[config.mk]
export PLATFORM = sky130hd
export DESIGN_NAME = load_store_unit
export DESIGN_NICKNAME = d
export VERILOG_FILES = /design/src/rtl/load_store_unit.sv
export SDC_FILE = /design/constraint.sdc
export NUM_CORES = 1
export LEC_CHECK = 0
export CORE_UTILIZATION = 49
export DETAILED_ROUTE_END_ITERATION = 8
export PLACE_DENSITY = 0.86
export SLEW_MARGIN = 0
export SYNTH_ARGS = -nofsm -noshare
export SYNTH_HDL_FRONTEND = slang
export SYNTH_SLANG_ARGS = --single-unit
[constraint.sdc]
create_clock -name clk -period 9.5 [get_ports clk]
set_clock_uncertainty 0.2 [all_clocks]
set_input_delay 1.425 -clock clk [delete_from_list [all_inputs] [get_ports clk]]
set_output_delay 1.425 -clock clk [all_outputs]
set_load 0.03 [all_outputs]
[src/rtl/load_store_unit.sv]
// RV32 load/store unit driving a synchronous data memory (registered read, byte strobes).
// Optional MISALIGN_SPLIT_EN: misaligned legal accesses become two word accesses instead of errors.
`timescale 1ns/1ps
module load_store_unit (
  input  logic        clk,
  input  logic        rst,
  input  logic        req_valid,
  output logic        req_ready,
  input  logic        req_we,
  input  logic [2:0]  req_funct3,
  input  logic [31:0] req_addr,
  input  logic [31:0] req_wdata,
  output logic        rsp_valid,
  output logic [31:0] rsp_rdata,
  output logic        rsp_err,
  output logic [31:0] mem_addr,
  output logic [31:0] mem_din,
  output logic [3:0]  mem_we,
  input  logic [31:0] mem_dout
);

  localparam int unsigned DW = 32;
  localparam int unsigned SW = DW / 8;

  typedef enum logic [2:0] {
    IDLE  = 3'd0,
    ISSUE = 3'd1,
    RDATA = 3'd2,
    RESP  = 3'd3
`ifdef MISALIGN_SPLIT_EN
    , ISSUE2 = 3'd4
`endif
  } state_t;

  state_t          state, state_d;
  logic            op_we, op_we_d;
  logic [2:0]      op_f3, op_f3_d;
  logic [1:0]      op_off, op_off_d;
  logic [DW-1:0]   mem_addr_d, mem_din_d, rsp_rdata_d;
  logic [SW-1:0]   mem_we_d;
  logic            rsp_err_d;

  logic            illegal_c, misaligned_c, bad_c;
  logic [SW-1:0]   mask_c, strobe_lo_c;
  logic [DW-1:0]   wdata_rot_c, raw_c, ext_c;
  logic [4:0]      req_sh_c, op_sh_c;

`ifdef MISALIGN_SPLIT_EN
  logic            split, split_d;
  logic [SW-1:0]   hi_we, hi_we_d;
  logic [DW-1:0]   lo_word, lo_word_d;
`endif

  // Request decode: legality, alignment, byte lanes
  always_comb begin
    illegal_c = (req_funct3 == 3'b011) || (req_funct3 == 3'b110) || (req_funct3 == 3'b111) ||
                (req_we && req_funct3[2]);
    case (req_funct3[1:0])
      2'b00:   mask_c = 4'b0001;
      2'b01:   mask_c = 4'b0011;
      default: mask_c = 4'b1111;
    endcase
    misaligned_c = ((req_funct3[1:0] == 2'b01) && (req_addr[1:0] == 2'b11)) ||
                   ((req_funct3[1:0] == 2'b10) && (req_addr[1:0] != 2'b00));
`ifdef MISALIGN_SPLIT_EN
    bad_c = illegal_c;
`else
    bad_c = illegal_c || misaligned_c;
`endif
    req_sh_c    = {req_addr[1:0], 3'b000};
    strobe_lo_c = 4'(mask_c << req_addr[1:0]);
    wdata_rot_c = 32'(({req_wdata, req_wdata} << req_sh_c) >> DW);
  end

  // Load data alignment and extension
  always_comb begin
    op_sh_c = {op_off, 3'b000};
`ifdef MISALIGN_SPLIT_EN
    raw_c = split ? 32'({mem_dout, lo_word} >> op_sh_c) : (mem_dout >> op_sh_c);
`else
    raw_c = mem_dout >> op_sh_c;
`endif
    case (op_f3)
      3'b000:  ext_c = {{24{raw_c[7]}}, raw_c[7:0]};
      3'b001:  ext_c = {{16{raw_c[15]}}, raw_c[15:0]};
      3'b100:  ext_c = {24'd0, raw_c[7:0]};
      3'b101:  ext_c = {16'd0, raw_c[15:0]};
      default: ext_c = raw_c;
    endcase
  end

  // Next-state and next-output logic
  always_comb begin
    state_d     = state;
    op_we_d     = op_we;
    op_f3_d     = op_f3;
    op_off_d    = op_off;
    mem_addr_d  = mem_addr;
    mem_din_d   = mem_din;
    mem_we_d    = '0;
    rsp_err_d   = rsp_err;
    rsp_rdata_d = rsp_rdata;
`ifdef MISALIGN_SPLIT_EN
    split_d     = split;
    hi_we_d     = hi_we;
    lo_word_d   = lo_word;
`endif
    case (state)
      IDLE: begin
        if (req_valid) begin
          op_we_d     = req_we;
          op_f3_d     = req_funct3;
          op_off_d    = req_addr[1:0];
          rsp_rdata_d = '0;
          rsp_err_d   = bad_c;
          if (bad_c) begin
            state_d = RESP;
          end else begin
            mem_addr_d = {req_addr[31:2], 2'b00};
            mem_din_d  = wdata_rot_c;
            mem_we_d   = req_we ? strobe_lo_c : 4'b0000;
`ifdef MISALIGN_SPLIT_EN
            split_d    = misaligned_c;
            hi_we_d    = req_we ? 4'((8'(mask_c) << req_addr[1:0]) >> 4) : 4'b0000;
`endif
            state_d    = ISSUE;
          end
        end
      end
      ISSUE: begin
`ifdef MISALIGN_SPLIT_EN
        if (split) begin
          mem_addr_d = mem_addr + 32'd4;
          mem_we_d   = hi_we;
          state_d    = ISSUE2;
        end else
`endif
        state_d = op_we ? RESP : RDATA;
      end
`ifdef MISALIGN_SPLIT_EN
      ISSUE2: begin
        lo_word_d = mem_dout;
        state_d   = op_we ? RESP : RDATA;
      end
`endif
      RDATA: begin
        rsp_rdata_d = ext_c;
        state_d     = RESP;
      end
      RESP:    state_d = IDLE;
      default: state_d = IDLE;
    endcase
  end

  always_ff @(posedge clk or posedge rst) begin
    if (rst) begin
      state     <= IDLE;
      op_we     <= 1'b0;
      op_f3     <= 3'b000;
      op_off    <= 2'b00;
      mem_addr  <= '0;
      mem_din   <= '0;
      mem_we    <= '0;
      rsp_valid <= 1'b0;
      rsp_err   <= 1'b0;
      rsp_rdata <= '0;
      req_ready <= 1'b1;
`ifdef MISALIGN_SPLIT_EN
      split     <= 1'b0;
      hi_we     <= '0;
      lo_word   <= '0;
`endif
    end else begin
      state     <= state_d;
      op_we     <= op_we_d;
      op_f3     <= op_f3_d;
      op_off    <= op_off_d;
      mem_addr  <= mem_addr_d;
      mem_din   <= mem_din_d;
      mem_we    <= mem_we_d;
      rsp_valid <= (state == RESP);
      rsp_err   <= rsp_err_d;
      rsp_rdata <= rsp_rdata_d;
      req_ready <= (state_d == IDLE);
`ifdef MISALIGN_SPLIT_EN
      split     <= split_d;
      hi_we     <= hi_we_d;
      lo_word   <= lo_word_d;
`endif
    end
  end

endmodule

==> results.sh, run 1 <==
export IMPL_status="complete, no violations"
export IMPL_fin_area_mm2=0.008085
export IMPL_portBuffers=203
export IMPL_ys_seq_elements=110
export IMPL_htreeDepth=3
export IMPL_hold_class="reg -> reg"
export IMPL_fin_util_pct=70.81
export IMPL_placed_cells=703
export IMPL_syn_area_mm2=0.005754
export IMPL_drv_cap=0
export IMPL_grt_ovfl_total=0
export IMPL_grt_use_total_pct=24.78
export IMPL_dp_worst_setup_slack_ns=5.118
export IMPL_num_vias=4088
export IMPL_multi_input_area_mm2=0.002789
export IMPL_seq_area_frac_synth_pct=47.86
export IMPL_synth_mux_area_share_pct=34.59
export IMPL_synth_most_common_cell="dfrtp_1"
export IMPL_drv_slew=0
export IMPL_worstSetupPathType="in -> reg"
export IMPL_required_ns=9.53
export IMPL_postCtsSetupRepairBufs=0
export IMPL_worstPathMaxFanout=62
export IMPL_cts_resized=0
export IMPL_synthFlopType="dfrtp_1"
export IMPL_cts_num_sinks=110
export IMPL_post_drt_wl_per_cell_um=20.33
export IMPL_antenna_cells=0
export IMPL_synth_top_family_by_area="multiplexers"
export IMPL_final_hold_violation_count=0
export IMPL_setup_ws_ns=5.488
export IMPL_register_area_mm2=0.002754
export IMPL_clock_fmax_mhz=249.2
export IMPL_total_power_mw=2.535
export IMPL_synth_area_top_cells="dfrtp_1 47%, mux2_4 15%, mux4_2 13%, mux2_2 3.3%, mux2i_1 3.0%"
export IMPL_drt_iter0_drc=252
export IMPL_postRouteAntennaNets=0
export IMPL_place_hpwl_um=10850
export IMPL_grt_max_degree=67
export IMPL_drc=0
export IMPL_synth_edff_count=0
export IMPL_first_pass_iters=5
export IMPL_fp_row_count=39
export IMPL_dieArea_mm2=0.01218
export IMPL_synth_top_area_cell="dfrtp_1"
export IMPL_cts_hold_buf=0
export IMPL_nFillCells=810
export IMPL_die_x_um=110.4
export IMPL_tightest_slew_ns=1.286
export IMPL_netlist_area_leader_share_pct=47.40
export IMPL_final_cells=719
export IMPL_power_density_mw_per_mm2=313.6
export IMPL_place_area_mm2=0.007784
export IMPL_clock_root_buffer="clkbuf_16"
export IMPL_wirelength_um=14620
export IMPL_antenna_found_initial=0
export IMPL_clk_pin_slew_ns=0.07
export IMPL_yosys_area_share_simple_pct=4.697
export IMPL_setup_violations=0
export IMPL_drive_above_1_share_pct=24.48
export IMPL_setup_tns_ns=0
export IMPL_synthXorXnorAreaFrac_pct=0.1522
export IMPL_async_reset_ff_share_pct=100.0
export IMPL_coreArea_mm2=0.01142
export IMPL_clk_path_buf_depth=2
export IMPL_cts_buffers=9
export IMPL_synth_common_cells="109 x dfrtp_1, 59 x mux2_4, 33 x mux4_2, 26 x o21ai_0"
export IMPL_whs_ns=0.2820
export IMPL_cts_tree="done"
export IMPL_gp_congestion=0.8182
export IMPL_ys_warn_count=0
export IMPL_fin_nets=674
export IMPL_syn_avg_cell_area_um2=14.99
export IMPL_fin_crit_sh_pct=42.23
export IMPL_post_route_min_period_ns=4.012
export IMPL_io_pins=206
export IMPL_area_delta_synth_final_pct=40.51
export IMPL_via_per_inst=5.686
export IMPL_grt_pass1_wl_um=22560
export IMPL_grt_pass1_vias=4194
export IMPL_cp_arrival_ns=4.05
export IMPL_clk_insertion_delay_late_ns=0.35
export IMPL_synth_fa_ha_area_share_pct=0
export IMPL_die_y_um=110.4
export IMPL_cp_end_kind="flip-flop"
export IMPL_rsz0062_at_grt="no"
export IMPL_cp_start_kind="input port"
export IMPL_syn_instance_count=384
export IMPL_netlist_cell_type_count=38
export IMPL_p_leak_nw=3.526
export IMPL_relSlewSlack_pct=14.16
export IMPL_ir_drop_mv=0.3007
export IMPL_synth_compound_area_share_pct=8.785
export IMPL_initial_core_util_pct=50.39
cells by family after synthesis:
family                 Yosys count
AO/OA/AOI/OAI                   69
XOR/XNOR                         1
buffers and inverters           36
flip-flops                     110
multiplexers                   126
other                            1
AND/OR/NAND/NOR                 41
routing by layer:
layer	wire, um	track usage, %	part of all wire [%]
met1	5797	30.80	40
met2	7459	41.44	51
met3	1071	7.937	7.3
met4	291	7.143	2.0
met5	0	0	0
sequential cells by signal (all words and copies together), names as in the netlist, 2 cells and up:
| name | count |
|---|---|
| mem_din | 32 |
| state | 3 |
| rsp_rdata | 32 |
| op_off | 2 |
| op_f3 | 3 |
| mem_addr | 30 |
| mem_we | 4 |
worst paths after layout:
kind                                      end  depth (start not counted)  slack, ns    startpoint
worst max-delay path              mem_addr[4]                          5       5.49   req_addr[0]
worst min register to register   rsp_rdata[9]                          2       0.28  rsp_rdata[9]
max in group asynchronous            state[1]                          3       6.61           rst
min in group asynchronous        mem_addr[18]                          2       1.27           rst
worst min-delay path             rsp_rdata[9]                          2       0.28  rsp_rdata[9]
worst max register to register  rsp_rdata[18]                          4       6.75     op_off[1]
worst max-delay path, stage by stage:
cell,delay (ns)
buf_2,0.77
inv_1,0.23
o2111ai_4,0.28
buf_4,0.85
mux2_2,0.42
layout by cell type, fill, tap and decap left out, types with 10 or more instances in the layout:
master,instances
mux2_2,17
mux2i_1,17
o21ai_0,26
a21oi_1,10
mux2_4,59
clkdlybuf4s50_1,201
a221o_1,16
mux4_2,33
dfrtp_1,109
nand2_1,15
final cells by class:
class / instances / share of cell area (%)
clock buffers: 11 / 3.002
clock inverters: 5 / 0.7273
inverters: 4 / 0.2167
multi-input cells: 240 / 34.49
flip-flops and latches: 110 / 34.06
well taps: 143 / 2.213
repair buffers: 206 / 25.29
where the power goes:
| part | switching, mW | internal (mW) | total [mW] | leakage [nW] |
|---|---|---|---|---|
| clock network | 0.167 | 0.212 | 0.379 | 0.142 |
| registers | 0.155 | 0.670 | 0.825 | 1.38 |
| logic | 0.668 | 0.664 | 1.33 | 2.01 |
| total | 0.990 | 1.54 | 2.54 | 3.53 |
Note: power is estimated with default switching activity, not from simulation.
==> inputs of run 2 (changes only) <==
--- a/config.mk
+++ b/config.mk
@@ -5,9 +5,9 @@
 export SDC_FILE = /design/constraint.sdc
 export NUM_CORES = 1
 export LEC_CHECK = 0
-export CORE_UTILIZATION = 49
+export CORE_UTILIZATION = 41
 export DETAILED_ROUTE_END_ITERATION = 8
-export PLACE_DENSITY = 0.86
+export PLACE_DENSITY = 0.77
 export SLEW_MARGIN = 0
 export SYNTH_ARGS = -nofsm -noshare
 export SYNTH_HDL_FRONTEND = slang
==> constraint.sdc (replaced) <==
create_clock -name clk -period 3.3 [get_ports clk]
set_clock_uncertainty 0.2 [all_clocks]
set_input_delay 0.495 -clock clk [delete_from_list [all_inputs] [get_ports clk]]
set_output_delay 0.495 -clock clk [all_outputs]
set_load 0.03 [all_outputs]
==> run 2 against run 1 <==
Compared with the run above:
- combinational power grew to 2.9 times the previous value
- non-clock buffer count rose by 7
- final area increased by 1.4%
- global-route usage decreased by 3.8 points
- setup slack worse by 4.6 ns
- sequential power rose to 2.8 times the previous value
- count of clock-buffer cells in the layout unchanged
- routed wire length grew 0.42%
- cell count up 5.6%
- register-to-register slack got worse by 5.9 ns
- critical path depth is 1 lower
- largest cell class unchanged
- largest power group unchanged
==> results.sh, run 2 (synthesis results as in run 1) <==
export IMPL_coreArea_mm2=0.01345
export IMPL_area_delta_synth_final_pct=42.47
export IMPL_clock_root_buffer="clkbuf_16"
export IMPL_postRouteAntennaNets=0
export IMPL_use_met1_pct=27.27
export IMPL_crit_slowest_cell="or3b_2"
export IMPL_die_x_um=120.5
export IMPL_drc=0
export IMPL_fp_row_count=42
export IMPL_fin_nets=681
export IMPL_drive_above_1_share_pct=25.56
export IMPL_cts_buffers=9
export IMPL_place_hpwl_um=10830
export IMPL_drt_iter0_drc=212
export IMPL_total_power_mw=7.267
export IMPL_crit_chain="or3b_2, nor3b_4, and2b_1, a221o_1"
export IMPL_worstPathMaxFanout=10
export IMPL_grt_use_total_pct=20.95
export IMPL_cts_tree="done"
export IMPL_first_pass_iters=4
export IMPL_nFillCells=1082
export IMPL_final_cell_mix="201 x clkdlybuf4s50_1, 109 x dfrtp_1, 59 x mux2_4, 33 x mux4_2, 26 x o21ai_0"
export IMPL_gp_congestion=0.8036
export IMPL_grt_max_degree=111
export IMPL_grt_pass1_vias=4237
export IMPL_final_cells=759
export IMPL_num_vias=4138
export IMPL_grt_pass1_wl_um=23280
export IMPL_clk_insertion_delay_late_ns=0.35
export IMPL_antenna_cells=0
export IMPL_swShare_pct=39.21
export IMPL_max_stage_delay_ns=0.64
export IMPL_via_per_inst=5.452
export IMPL_fin_crit_sh_pct=73.00
export IMPL_rsz0062_at_grt="no"
export IMPL_power_frac_seq_pct=31.6
export IMPL_wirelength_um=14680
export IMPL_internal_power_mw=4.418
export IMPL_use_met3_pct=5.094
export IMPL_cp_start_kind="flip-flop"
export IMPL_combPwrFrac_pct=53.7
export IMPL_worstSetupPathType="reg -> reg"
export IMPL_place_area_mm2=0.007904
export IMPL_clock_power_share_pct=14.7
export IMPL_critical_path_buf_inv_count=0
export IMPL_die_y_um=120.5
export IMPL_power_net_switching_mw=2.849
export IMPL_placed_cells=743
export IMPL_htreeDepth=3
export IMPL_critical_path_top_delay_family="simple AND/OR/NAND/NOR gates"
export IMPL_clock_fmax_mhz=415.1
export IMPL_setup_violations=0
export IMPL_tightest_slew_ns=0.6172
export IMPL_status="complete, no violations"
export IMPL_drv_cap=0
export IMPL_fin_area_mm2=0.008198
export IMPL_clk_pin_slew_ns=0.08
export IMPL_post_drt_wl_per_cell_um=19.34
export IMPL_postCtsSetupRepairBufs=0
export IMPL_busiest_layer="met2"
export IMPL_dieArea_mm2=0.01451
export IMPL_reg_top3="mem_din x32, rsp_rdata x32, mem_addr x30"
export IMPL_power_density_mw_per_mm2=886.4
export IMPL_ir_drop_mv=0.4246
export IMPL_setup_tns_ns=0
export IMPL_final_hold_violation_count=0
export IMPL_final_common_cell="clkdlybuf4s50_1"
export IMPL_drv_slew=0
export IMPL_met2_usage_pct=34.55
export IMPL_portBuffers=203
export IMPL_cp_arrival_ns=2.50
export IMPL_required_ns=3.39
export IMPL_grt_ovfl_total=0
export IMPL_p_leak_nw=3.563
export IMPL_cp_end_kind="flip-flop"
export IMPL_clk_path_buf_depth=2
export IMPL_post_route_min_period_ns=2.409
export IMPL_hold_class="in -> reg"
export IMPL_cts_resized=0
export IMPL_cts_hold_buf=0
export IMPL_io_pins=206
export IMPL_initial_core_util_pct=42.77
export IMPL_relSlewSlack_pct=58.67
export IMPL_cts_num_sinks=110
export IMPL_antenna_found_initial=0
run 2: path summary, 6_finish.rpt:
kind                       slack (ns)           from             to  depth (start not counted)
max                              0.89       state[2]  rsp_rdata[25]                          4
min                              0.25    req_addr[1]      mem_we[0]                          2
max reg2reg                      0.89       state[2]  rsp_rdata[25]                          4
min reg2reg                      0.29  rsp_rdata[13]  rsp_rdata[13]                          2
max in group asynchronous        1.97            rst     mem_din[8]                          3
min in group asynchronous        0.47            rst   mem_addr[19]                          3
run 2: per-layer routing:
| metal | vias up | wire, um | share of wire [%] |
|---|---|---|---|
| li1 | 1853 | - | - |
| met1 | 2133 | 6298 | 43 |
| met2 | 131 | 7361 | 50 |
| met3 | 21 | 709 | 4.8 |
| met4 | 0 | 311 | 2.1 |
| met5 | - | 0 | 0 |
run 2: final cells by class:
cell class	count	area (um2)	share of cell area (%)
Clock buffer	11	252.7	3.083
Tap cell	176	220.2	2.686
Multi-Input combinational cell	240	2789	34.02
Sequential cell	110	2754	33.59
Clock inverter	5	41.29	0.5037
Timing Repair Buffer	213	2122	25.89
Inverter	4	18.77	0.2289
run 2: power groups by stage:
| stage | Combinational, mW | Clock, mW | Sequential [mW] |
|---|---|---|---|
| 2_1_floorplan | 1.38 | 0 | 3.31 |
| 3_3_place_gp | 3.86 | 0 | 2.30 |
| 3_5_place_dp | 3.91 | 0 | 2.32 |
| 4_1_cts | 3.93 | 1.09 | 2.31 |
| 5_1_grt | 4.10 | 1.15 | 2.37 |
| 6_report | 3.90 | 1.06 | 2.30 |
run 2: worst register-to-register path, delay by kind of cell, from the launching register on:
family	cells	cell delay, ns
DFF	1	0.47
AOI/OAI and AO/OA	1	0.22
and+or+nand+nor	3	1.45
run 2: per-stage QoR:
| step | utilization, % | setup slack [ns] | hold slack [ns] |
|---|---|---|---|
| floorplan | - | 1.119 | 0.2818 |
| global placement | 58.75 | 0.6997 | 0.2652 |
| detailed placement | 58.75 | 0.5678 | 0.2770 |
| CTS | 60.94 | 0.9098 | 0.2278 |
| global route | 60.94 | 0.7910 | 0.2363 |
| finish | 60.94 | 0.8909 | 0.2468 |
==> inputs of run 3 (changes only) <==
--- a/config.mk
+++ b/config.mk
@@ -5,9 +5,9 @@
 export SDC_FILE = /design/constraint.sdc
 export NUM_CORES = 1
 export LEC_CHECK = 0
-export CORE_UTILIZATION = 41
+export CORE_UTILIZATION = 45
 export DETAILED_ROUTE_END_ITERATION = 8
-export PLACE_DENSITY = 0.77
+export PLACE_DENSITY = 0.8
 export SLEW_MARGIN = 0
 export SYNTH_ARGS = -nofsm -noshare
 export SYNTH_HDL_FRONTEND = slang
==> constraint.sdc (replaced) <==
create_clock -name clk -period 2.37 [get_ports clk]
set_clock_uncertainty 0.2 [all_clocks]
set_input_delay 0.3555 -clock clk [delete_from_list [all_inputs] [get_ports clk]]
set_output_delay 0.3555 -clock clk [all_outputs]
set_load 0.03 [all_outputs]
==> run 3 against run 2 <==
Compared with the run above:
- hold slack worse by 0.070 ns
- maximum frequency increased by 8.2%
- global-route usage increased by 1.8 points
- via count up 0.12%
- critical path depth increased by 2
- first-iteration DRC count fell by 7.1%
- die area decreased by 8.7%
- clock power increased by 46%
- sequential share of layout area shrank 0.69 points
- final area grew 2.1%
- critical path type unchanged
==> results.sh, run 3 (synthesis results as in run 1) <==
export IMPL_status="complete, no violations"
export IMPL_num_vias=4143
export IMPL_worstPathMaxFanout=15
export IMPL_cp_arrival_ns=2.27
export IMPL_crit_slowest_cell="dfrtp_1"
export IMPL_antenna_cells=0
export IMPL_portBuffers=203
export IMPL_fin_nets=696
export IMPL_crit_top_cell="buf_4"
export IMPL_cp_start_kind="flip-flop"
export IMPL_htreeDepth=3
export IMPL_cts_num_sinks=110
export IMPL_clock_root_buffer="clkbuf_16"
export IMPL_ir_drop_mv=0.7614
export IMPL_setup_tns_ns=0
export IMPL_clk_pin_slew_ns=0.07
export IMPL_worstSetupPathType="reg -> reg"
export IMPL_clk_path_buf_depth=2
export IMPL_critical_path_buf_inv_count=3
export IMPL_antenna_found_initial=0
export IMPL_power_density_mw_per_mm2=1227
export IMPL_hold_class="in -> async"
export IMPL_grt_use_total_pct=22.76
export IMPL_drive_above_1_share_pct=27.59
export IMPL_cp_end_kind="flip-flop"
export IMPL_die_x_um=115.1
export IMPL_dieArea_mm2=0.01324
export IMPL_postCtsSetupRepairBufs=0
export IMPL_postRouteAntennaNets=0
export IMPL_rsz0062_at_grt="no"
export IMPL_grt_ovfl_total=0
export IMPL_io_pins=206
export IMPL_initial_core_util_pct=46.93
export IMPL_p_leak_nw=3.653
export IMPL_cts_buffers=9
export IMPL_placed_cells=750
export IMPL_final_common_cell="clkdlybuf4s50_1"
export IMPL_max_stage_delay_ns=0.47
export IMPL_required_ns=2.41
export IMPL_clock_fmax_mhz=449.3
export IMPL_post_drt_wl_per_cell_um=19.06
export IMPL_setup_ws_ns=0.1444
export IMPL_critical_path_top_delay_family="buffers and inverters"
export IMPL_final_hold_violation_count=0
export IMPL_drc=0
export IMPL_cts_hold_buf=0
export IMPL_via_per_inst=5.409
export IMPL_tightest_slew_ns=0.6435
export IMPL_grt_pass1_wl_um=22690
export IMPL_grt_max_degree=48
export IMPL_die_y_um=115.1
export IMPL_crit_chain="nor4b_4, buf_4, o2111ai_4, buf_12, buf_4, mux2_4"
export IMPL_setup_violations=0
export IMPL_grt_pass1_vias=4285
export IMPL_area_delta_synth_final_pct=45.44
export IMPL_dp_worst_setup_slack_ns=-0.1136
export IMPL_final_cells=766
export IMPL_fp_row_count=40
export IMPL_place_hpwl_um=11250
export IMPL_coreArea_mm2=0.01226
export IMPL_relSlewSlack_pct=56.91
export IMPL_final_cell_mix="201 x clkdlybuf4s50_1, 109 x dfrtp_1, 59 x mux2_4, 33 x mux4_2, 26 x o21ai_0"
export IMPL_reg_top3="mem_din x32, rsp_rdata x32, mem_addr x30"
export IMPL_gp_congestion=0.8619
export IMPL_total_power_mw=10.27
export IMPL_clk_insertion_delay_late_ns=0.35
export IMPL_wirelength_um=14600
export IMPL_cts_tree="done"
export IMPL_drt_iter0_drc=197
export IMPL_post_route_min_period_ns=2.226
export IMPL_fin_crit_sh_pct=93.91
export IMPL_drv_cap=0
export IMPL_cts_resized=0
export IMPL_nFillCells=885
export IMPL_first_pass_iters=4
export IMPL_drv_slew=0
## run 3: power by group
part           switching (mW)  internal, mW  total [mW]
Clock                   0.716         0.835        1.55
Sequential              0.547          2.69        3.23
Combinational            2.74          2.74        5.48
## run 3: final cells by class
cell class | count | area, um2 | area share, %
Sequential cell | 110 | 2754 | 32.90
Clock buffer | 9 | 225.2 | 2.691
Multi-Input combinational cell | 240 | 2794 | 33.38
Clock inverter | 7 | 82.58 | 0.9867
Tap cell | 168 | 210.2 | 2.512
Timing Repair Buffer | 228 | 2285 | 27.30
Inverter | 4 | 18.77 | 0.2242
## run 3: layer usage
layer  vias up  part of all wire [%]  GRT usage [%]
li1       1884                     -              -
met4         0                   2.3          8.485
met3        19                   5.2          5.166
met5         -                     0              0
met1      2108                    43          29.69
met2       132                    50          37.27
## run 3: worst register-to-register path, delay by kind of cell (launching register included)
family                 cells  cell delay [ns]
buffers and inverters      3             0.60
AND/OR/NAND/NOR            1             0.41
multiplexers               1             0.31
flip-flops                 1             0.47
AO/OA/AOI/OAI              1             0.13
## run 3: per-stage QoR
stage               hold slack (ns)  area, um2  utilization (%)
finish                       0.1770       8369            68.26
global route                 0.1999       8369            68.26
CTS                          0.1817       8364            68.21
detailed placement           0.2789       8056            65.70
global placement             0.2674       8056            65.70
floorplan                    0.2760       5766                -
## run 3: worst paths after layout
kind                               from       endpoint  slack, ns  cells past startpoint
max in group asynchronous           rst      req_ready       1.16                      3
hold reg to reg            rsp_rdata[8]   rsp_rdata[8]       0.29                      2
min in group clk            req_addr[0]      mem_we[2]       0.27                      3
setup reg to reg               state[2]   mem_addr[31]       0.14                      6
hold / removal                      rst  rsp_rdata[25]       0.18                      2
setup / recovery               state[2]   mem_addr[31]       0.14                      6
==> patch, RTL diff (config.mk and constraints of run 2) <==
`mem_addr`, `mem_din`, `mem_we` and `rsp_rdata` no longer have a reset.
--- a/src/rtl/load_store_unit.sv
+++ b/src/rtl/load_store_unit.sv
@@ -160,8 +160,4 @@
       op_off    <= 2'b00;
-      mem_addr  <= '0;
-      mem_din   <= '0;
-      mem_we    <= '0;
       rsp_valid <= 1'b0;
       rsp_err   <= 1'b0;
-      rsp_rdata <= '0;
       req_ready <= 1'b1;
@@ -177,8 +173,4 @@
       op_off    <= op_off_d;
-      mem_addr  <= mem_addr_d;
-      mem_din   <= mem_din_d;
-      mem_we    <= mem_we_d;
       rsp_valid <= (state == RESP);
       rsp_err   <= rsp_err_d;
-      rsp_rdata <= rsp_rdata_d;
       req_ready <= (state_d == IDLE);
@@ -192,2 +184,9 @@
 
+  always_ff @(posedge clk) begin
+    mem_addr  <= mem_addr_d;
+    mem_din   <= mem_din_d;
+    mem_we    <= mem_we_d;
+    rsp_rdata <= rsp_rdata_d;
+  end
+
 endmodule
Formal check against the unedited RTL: not equivalent (Yosys sat finds a counterexample within 4 cycles, from zero or initial values and one cycle with rst high).
==> patch against run 2 <==
Critical path depth stayed put; sequential share of layout area grew 9.3 points; routed wire length down 19%; worst setup slack lost 0.056 ns; area after synthesis down 13%; sequential cell count unchanged; cell area down 9.0%; critical path type is now in -> reg; largest cell class is now sequential cells.
Power is not compared: it rests on default switching activity, and its combinational part moved more than twofold at a synthesized area within 25%.
==> patch: results (changes against run 2) <==
metric	value	unit	change
status	finished, final reports clean		unchanged
synth_cell_types	36		was 38
leakagePower	0.00257	uW	
synth-compound-area-share	6.20	%	was 8.78%
hold_path_depth	2		unchanged
nets	616		was 681
p_comb	831	uW	
async_flop_share	10.9	%	was 100%
slowest_delay	0.72	ns	was 0.64 ns
hpwlAfterDp	9080	um	was 10,800 um
combPwrFrac	23.5	%	
root_buffer	clkbuf_16		unchanged
timing.rr.end	rsp_rdata[22]		was rsp_rdata[25]
slew_headroom	54.3	%	was 58.7%
hold_ws	0.230	ns	was 0.247 ns
hp-start	req_addr[0]		was req_addr[1]
dr_wl_met3	781	um	was 709 um
dpl.cell_count	645		was 743
finalWeightedCongestion	0.797		was 0.804
grt_usage	19.3	%	was 20.9%
drive_gt1_share	14.9	%	was 25.6%
synth_mux_area_share	20.2	%	was 34.6%
drt_iter0_markers	214		was 212
met2_length	6290	um	was 7360 um
via_count	3507		was 4,138
worstReg2RegStart	op_off[0]		was state[2]
cp.arrival	2.27	ns	was 2.50 ns
crit_start	req_valid		was state[2]
synth_edf_count	94		was 0
grt_max_degree	64		was 111
wl_per_cell	18.1	um	was 19.3 um
grt_pass1_wl	18300	um	was 23,300 um
synthAdderAreaFrac	0	%	unchanged
ys_top_cells_by_count	edfxtp_1 (94), mux4_2 (33), nand2_1 (33)		was dfrtp_1 (109), mux2_4 (59), mux4_2 (33)
grt.met1_usage	23.4	%	was 27.3%
worstRegToRegCells	5		was 4
cpMaxStageDelayCell	or4b_2		was or3b_2
cp_max_fo	63		was 10
grt.met3_usage	3.94	%	was 5.09%
cts_buffers	9		unchanged
met2_usage	33.9	%	was 34.6%
yosysSeqAreaShare	64.1	%	was 47.9%
min_to	mem_we[0]		unchanged
clk_pin_slew	0.07	ns	
reg_top3	mem_din x32, rsp_rdata x32, mem_addr x30		unchanged
yosys.area_share.xor_xnor	0	%	was 0.152%
via_per_inst	5.31		was 5.45
r2r_slack	0.85	ns	was 0.89 ns
wl_met1	4650	um	was 6300 um
synthTopCellsByArea	edfxtp_1 (56%), mux4_2 (15%), dfrtp_1 (5.5%), mux2_2 (3.2%), nand2_1 (2.5%)		was dfrtp_1 (47%), mux2_4 (15%), mux4_2 (13%), mux2_2 (3.3%), mux2i_1 (3.0%)
crit_end	mem_addr[9]		was rsp_rdata[25]
avgSynthCellArea	15.9	um2	was 15.0 um2
==> patch: cell types whose count changed after synthesis, moves of 8 or more <==
cell / run 2 / this run
nor2_1: 2 / 25
nand2_1: 15 / 33
a21oi_1: 10 / 19
o21ai_0: 26 / 1
dfrtp_1: 109 / 11
edfxtp_1: 0 / 94
a221o_1: 16 / 1
buf_6: 9 / 1
mux2_4: 59 / 0
a22o_1: 8 / 0
==> patch: final cells by class <==
cell class | instances | area [um2]
Clock buffer | 9 | 225
Clock inverter | 6 | 63.8
Fill cell | 884 | 4200
Inverter | 2 | 7.51
Multi-Input combinational cell | 180 | 1680
Sequential cell | 110 | 3200
Tap cell | 143 | 179
Timing Repair Buffer | 210 | 2100
==> patch: through the flow <==
stage | area (um2) | setup WS (ns)
floorplan | 5020 | 0.403
global placement | 7170 | 0.521
detailed placement | 7170 | 0.490
CTS | 7460 | 0.836
global route | 7460 | 0.632
finish | 7460 | 0.835
